===== src/rtl/decode_pipe.sv =====
// -----------------------------------------------------------------------------
// decode_pipe
//   Single-stage instruction decode with a valid/ready handshake on both sides.
//   An accepted instruction is decoded, has its condition evaluated against the
//   flags presented in the same cycle, and appears on registered outputs one
//   cycle later. Instructions that follow an executed branch are squashed for
//   FLUSH_SLOTS accepts.
//
// Ports
//   clk, reset                 clock, synchronous active-high reset
//   inst, inst_valid           instruction word and its valid
//   inst_ready                 stage can accept inst this cycle (combinational)
//   Z_flag/N_flag/C_flag/V_flag condition flags sampled at accept
//   out_valid, out_ready       decoded bundle valid / downstream takes it
//   inst_type                  BRANCH_INST/DATA_INST/LOAD_INST/STORE_INST
//   read_rega, read_regb       source register specifiers
//   write_reg                  destination register specifier
//   exec                       condition passed, legal and not squashed
//   reg_wr_en, mem_wr_en       write enables, gated by exec
//   illegal                    unrecognised code field
//   squash_cnt                 remaining squash slots
// -----------------------------------------------------------------------------
module decode_pipe #(
    parameter int unsigned FLUSH_SLOTS = 1,
    parameter int unsigned REG_ADDR_W  = 4,
    parameter int unsigned LINK_REG    = 14
) (
    input  logic                  clk,
    input  logic                  reset,
    input  logic [31:0]           inst,
    input  logic                  inst_valid,
    output logic                  inst_ready,
    input  logic                  Z_flag,
    input  logic                  N_flag,
    input  logic                  C_flag,
    input  logic                  V_flag,
    output logic                  out_valid,
    input  logic                  out_ready,
    output logic [1:0]            inst_type,
    output logic [REG_ADDR_W-1:0] read_rega,
    output logic [REG_ADDR_W-1:0] read_regb,
    output logic [REG_ADDR_W-1:0] write_reg,
    output logic                  exec,
    output logic                  reg_wr_en,
    output logic                  mem_wr_en,
    output logic                  illegal,
    output logic [2:0]            squash_cnt
);

    localparam logic [1:0] BRANCH_INST = 2'd0;
    localparam logic [1:0] DATA_INST   = 2'd1;
    localparam logic [1:0] LOAD_INST   = 2'd2;
    localparam logic [1:0] STORE_INST  = 2'd3;

    localparam logic [2:0]            FLUSH_LOAD = 3'(FLUSH_SLOTS);
    localparam logic [REG_ADDR_W-1:0] LINK_ADDR  = REG_ADDR_W'(LINK_REG);

    // ARM condition-code evaluation
    function automatic logic cond_pass_f(input logic [3:0] cond,
                                         input logic z, input logic n,
                                         input logic c, input logic v);
        logic pass;
        case (cond)
            4'h0:    pass = z;
            4'h1:    pass = !z;
            4'h2:    pass = c;
            4'h3:    pass = !c;
            4'h4:    pass = n;
            4'h5:    pass = !n;
            4'h6:    pass = v;
            4'h7:    pass = !v;
            4'h8:    pass = c && !z;
            4'h9:    pass = !c || z;
            4'hA:    pass = (n == v);
            4'hB:    pass = (n != v);
            4'hC:    pass = !z && (n == v);
            4'hD:    pass = z || (n != v);
            4'hE:    pass = 1'b1;
            default: pass = 1'b0;
        endcase
        return pass;
    endfunction

    logic                  out_valid_q,  out_valid_d;
    logic [1:0]            inst_type_q,  inst_type_d;
    logic [REG_ADDR_W-1:0] read_rega_q,  read_rega_d;
    logic [REG_ADDR_W-1:0] read_regb_q,  read_regb_d;
    logic [REG_ADDR_W-1:0] write_reg_q,  write_reg_d;
    logic                  exec_q,       exec_d;
    logic                  reg_wr_en_q,  reg_wr_en_d;
    logic                  mem_wr_en_q,  mem_wr_en_d;
    logic                  illegal_q,    illegal_d;
    logic [2:0]            squash_cnt_q, squash_cnt_d;

    logic                  accept_s;
    logic [1:0]            dec_type_s;
    logic                  dec_illegal_s;
    logic [REG_ADDR_W-1:0] dec_regb_s;
    logic [REG_ADDR_W-1:0] dec_wr_s;
    logic                  dec_exec_s;
    logic                  dec_rwe_s;
    logic                  dec_mwe_s;

    // Fields that this decoder does not interpret
    logic unused_bits_s;
    assign unused_bits_s = ^{inst[23:21], inst[11:4]};

    assign inst_ready = !out_valid_q || out_ready;
    assign accept_s   = inst_valid && inst_ready;

    // Decode the presented instruction word
    always_comb begin
        dec_type_s    = DATA_INST;
        dec_illegal_s = 1'b0;
        case (inst[27:25])
            3'b101:        dec_type_s = BRANCH_INST;
            3'b000,
            3'b001:        dec_type_s = DATA_INST;
            3'b010: begin
                if (inst[20]) begin
                    dec_type_s = LOAD_INST;
                end else begin
                    dec_type_s = STORE_INST;
                end
            end
            default: begin
                dec_type_s    = DATA_INST;
                dec_illegal_s = 1'b1;
            end
        endcase

        // Stores read their data register from the Rd field
        if (dec_type_s == STORE_INST) begin
            dec_regb_s = REG_ADDR_W'(inst[15:12]);
        end else begin
            dec_regb_s = REG_ADDR_W'(inst[3:0]);
        end

        if (dec_type_s == BRANCH_INST) begin
            dec_wr_s = LINK_ADDR;
        end else begin
            dec_wr_s = REG_ADDR_W'(inst[15:12]);
        end

        dec_exec_s = cond_pass_f(inst[31:28], Z_flag, N_flag, C_flag, V_flag)
                     && !dec_illegal_s && (squash_cnt_q == 3'd0);
        dec_rwe_s  = dec_exec_s && ((dec_type_s == DATA_INST) ||
                                    (dec_type_s == LOAD_INST) ||
                                    ((dec_type_s == BRANCH_INST) && inst[24]));
        dec_mwe_s  = dec_exec_s && (dec_type_s == STORE_INST);
    end

    // Next bundle, handshake and squash counter
    always_comb begin
        out_valid_d  = out_valid_q;
        inst_type_d  = inst_type_q;
        read_rega_d  = read_rega_q;
        read_regb_d  = read_regb_q;
        write_reg_d  = write_reg_q;
        exec_d       = exec_q;
        reg_wr_en_d  = reg_wr_en_q;
        mem_wr_en_d  = mem_wr_en_q;
        illegal_d    = illegal_q;
        squash_cnt_d = squash_cnt_q;
        if (accept_s) begin
            out_valid_d = 1'b1;
            inst_type_d = dec_type_s;
            read_rega_d = REG_ADDR_W'(inst[19:16]);
            read_regb_d = dec_regb_s;
            write_reg_d = dec_wr_s;
            exec_d      = dec_exec_s;
            reg_wr_en_d = dec_rwe_s;
            mem_wr_en_d = dec_mwe_s;
            illegal_d   = dec_illegal_s;
            // Only an executed branch (never a squashed one) arms the squash window
            if (dec_exec_s && (dec_type_s == BRANCH_INST)) begin
                squash_cnt_d = FLUSH_LOAD;
            end else if (squash_cnt_q != 3'd0) begin
                squash_cnt_d = squash_cnt_q - 3'd1;
            end else begin
                squash_cnt_d = squash_cnt_q;
            end
        end else if (out_ready) begin
            out_valid_d = 1'b0;
        end else begin
            out_valid_d = out_valid_q;
        end
    end

    // Output and counter registers
    always_ff @(posedge clk) begin
        if (reset) begin
            out_valid_q  <= 1'b0;
            inst_type_q  <= DATA_INST;
            read_rega_q  <= '0;
            read_regb_q  <= '0;
            write_reg_q  <= '0;
            exec_q       <= 1'b0;
            reg_wr_en_q  <= 1'b0;
            mem_wr_en_q  <= 1'b0;
            illegal_q    <= 1'b0;
            squash_cnt_q <= 3'd0;
        end else begin
            out_valid_q  <= out_valid_d;
            inst_type_q  <= inst_type_d;
            read_rega_q  <= read_rega_d;
            read_regb_q  <= read_regb_d;
            write_reg_q  <= write_reg_d;
            exec_q       <= exec_d;
            reg_wr_en_q  <= reg_wr_en_d;
            mem_wr_en_q  <= mem_wr_en_d;
            illegal_q    <= illegal_d;
            squash_cnt_q <= squash_cnt_d;
        end
    end

    assign out_valid  = out_valid_q;
    assign inst_type  = inst_type_q;
    assign read_rega  = read_rega_q;
    assign read_regb  = read_regb_q;
    assign write_reg  = write_reg_q;
    assign exec       = exec_q;
    assign reg_wr_en  = reg_wr_en_q;
    assign mem_wr_en  = mem_wr_en_q;
    assign illegal    = illegal_q;
    assign squash_cnt = squash_cnt_q;

endmodule


===== config.mk =====
export PLATFORM = sky130hd
export DESIGN_NAME = decode_pipe
export DESIGN_NICKNAME = d
export VERILOG_FILES = /design/src/rtl/decode_pipe.sv
export SDC_FILE = /design/constraint.sdc
export NUM_CORES = 1
export LEC_CHECK = 0
export BUFFER_PORTS_ARGS = -buffer_cell sky130_fd_sc_hd__buf_2
export CORE_ASPECT_RATIO = 0.9
export CORE_MARGIN = 10
export CORE_UTILIZATION = 47
export CTS_CLUSTER_DIAMETER = 50
export DETAILED_ROUTE_END_ITERATION = 10
export PLACE_DENSITY = 0.82
export SLEW_MARGIN = 20
export SYNTH_ARGS = -nofsm -noshare
export SYNTH_HDL_FRONTEND = slang
export SYNTH_SLANG_ARGS = --single-unit

===== constraint.sdc =====
create_clock -name clk -period 2.3 [get_ports clk]
set_input_delay 0.23 -clock clk [delete_from_list [all_inputs] [get_ports clk]]
set_output_delay 0.23 -clock clk [all_outputs]
set_load 0.01 [all_outputs]

==> flow_summary.toml <==
[hold_path]
hp-class = "primary input to register"
worstHoldPathCells = 3
min_from = "inst[19]"
whs_endpoint = "read_rega[3]"

[routing]
drc = 0
postRouteAntennaNets = 0
detail_route.iter0.violations = 48
wl_um = 3258
vias = 1155
dr.pass1.iters = 4
via_per_inst = 5.448
wl_per_cell_um = 15.37

[worst_setup_path]
reg2reg_slack_ps = 670
path_max_fanout = 6
crit_required_ps = 2510
critPathTopFamily = "simple AND/OR/NAND/NOR gates"
r2r_cells = 6
rr_endpoint = "squash_cnt[2]"
setup.worst_path.end_class = "register"
r2r-start = "squash_cnt[0]"
crit_chain = "inv_1 > ha_1 > ha_1 > nor2_1 > nor2_1 > a31o_1"
slowest_stage = "dfxtp_1"
critPathBufInv = 1
crit_path_max_incr_delay_ps = 390
startpoint_type = "register"
worstPathArrival_ps = 1840
worstSetupPathType = "register to register"

[yosys]
syn_inst = 139
synth-compound-area-share = 0.2329
async_flop_share = 0
synth-simple-area-share = 0.2254
ys_warn_count = 0
synth_xor_area_frac = 0.02275
synth_largest_area_cell = "dfxtp_1"
ys_seq_area_frac = 0.3814
ys.flop_type = "dfxtp_1"
avgSynthCellArea_um2 = 8.308
synth_edf_count = 0
syn-cell-area_mm2 = 0.001155
synth_top_area_share = 0.3814
synthAdderAreaFrac = 0.03250
synthesis.nets = 182
synth.distinct_cells = 41
muxShareOfSynthArea = 0.05200
ys_seq_elements = 22
synth_area_leaders = "dfxtp_1, nand2_1, mux2i_1, a21oi_1, nor2_1"
synth_top_family_by_area = "compound AO/OA/AOI/OAI gates"

[global_route]
grt_pass1_vias = 1184
grt-ovfl-total = 0
grt_max_degree = 28
antenna_found_initial = 0
grt_util_all_layers = 0.1289
grt_first_pass_wirelength_um = 5147

[power]
pwr-share-seq = 0.475
power_frac_comb = 0.344
clockPowerShare = 0.181
p_int_mw = 0.6333
power.switching_mw = 0.3228
power.density_mw_per_mm2 = 667.9
peakVddDrop_mv = 0.4297
power.leakage_nw = 0.6437
switching_share = 0.3377

[clock_tree]
cts_setup_buffers = 0
cts_tree = "built"
cts_max_level = 1
numCtsBuffers = 3
clock_insertion_delay_worst_skew_ps = 300
ctsHoldBuffers = 0
clock-sinks = 22
cts_root_buf = "clkbuf_4"
cts_buffer_depth = 2
clk_pin_slew_ps = 120
postCtsResizedCells = 0

[timing]
tightest_slew_ps = 481.1
setup_viol = 0
clock.fmax_mhz = 613.5
post-route-period-util = 0.7087
drv_slew = 0
skew_ps = 6.224
hold_viol = 0
slew-limit-headroom = 0.6792
min_period_ps = 1630
setup_tns_ps = 0
rsz0062_at_grt = "false"

[cells_and_area]
drive_gt1_frac = 0.3243
fin_cells = 212
seq_area_um2 = 440.4
syn_to_final_growth_pct = 23.94
multi_input_area_um2 = 653.1
final_common_cell = "buf_2"
antenna_cells = 0
layout.nets = 230
final_cell_mix = "buf_2, dfxtp_1, nand2_1, nor2_1, a21oi_1"
nFillCells = 202

[placement]
globalplace.congestion = 0.8477
dp.cells = 209
numPortBuffers = 51
dp_hpwl_um = 2582

[run]
maxCapViolations = 0

[die]
core_mm2 = 0.002262
die_area_mm2 = 0.004843
start_util = 0.5105
die_h_um = 67.03
io_pins = 63
num_rows = 16
die_w_um = 72.25

[status]
status = "finished, final reports clean"
[cell families after synthesis]
logic type | after synthesis
mux | 6
fa+ha+maj | 3
simple gates | 54
compound gates | 37
xor+xnor | 3
flops | 22
buf+inv | 14
[synthesized netlist by cell type, drive strengths merged (3+ instances only)]
cell,number
a211oi,5
a21oi,11
clkbuf,7
dfxtp,22
ha,3
inv,5
mux2i,6
nand2,20
nor2,15
nor3,7
o21ai,3
o21bai,3
[power groups by stage]
stage	Sequential [mW]	Combinational [mW]	Clock [mW]
floorplan	0.481	0.192	0
global placement	0.459	0.312	0
detailed placement	0.462	0.330	0
CTS	0.454	0.331	0.176
global route	0.461	0.364	0.198
finish	0.454	0.329	0.173
[how the worst max path moves through the flow]
| stage | depth (start not counted) | to | slack (ps) | start |
|---|---|---|---|---|
| after CTS | 6 | squash_cnt[2] | 670 | squash_cnt[0] |
| final | 6 | squash_cnt[2] | 670 | squash_cnt[0] |
| after global routing | 6 | squash_cnt[2] | 560 | squash_cnt[0] |
| after floorplan | 6 | squash_cnt[1] | 780 | squash_cnt[0] |
| after global placement | 6 | squash_cnt[2] | 590 | inst[27] |
| after detailed placement | 6 | squash_cnt[1] | 560 | inst[27] |
[tightest hold or removal path: stages]
cell	delay, ps
buf_2	90
nand2_1	40
a21oi_1	50
[through the flow]
stage | setup WS [ps] | instance area [um2] | power [mW] | hold slack (ps) | util
after global placement | 588.1 | 1409 | 0.7704 | 434.6 | 0.6228
after floorplan | 783.8 | 1155 | 0.6733 | 359.5 | -
final | 670.1 | 1431 | 0.9561 | 150.0 | 0.6327
after global routing | 563.7 | 1431 | 1.023 | 143.8 | 0.6327
after detailed placement | 556.5 | 1409 | 0.7918 | 449.9 | 0.6228
after CTS | 670.1 | 1431 | 0.9609 | 149.2 | 0.6327
[layer usage]
metal,wire length [um],vias up,GRT usage
met4,36,0,0.03865
met3,280,4,0.05926
li1,-,586,-
met1,1358,529,0.1297
met5,0,-,0
met2,1583,36,0.2325
[cell type report]
cell class	instances	area share
multi-input cells	103	0.4563
flip-flops and latches	22	0.3077
repair buffers	52	0.1836
well taps	27	0.02360
clock buffers	3	0.01573
inverters	5	0.01311
Power figures use the tool's default switching activity.
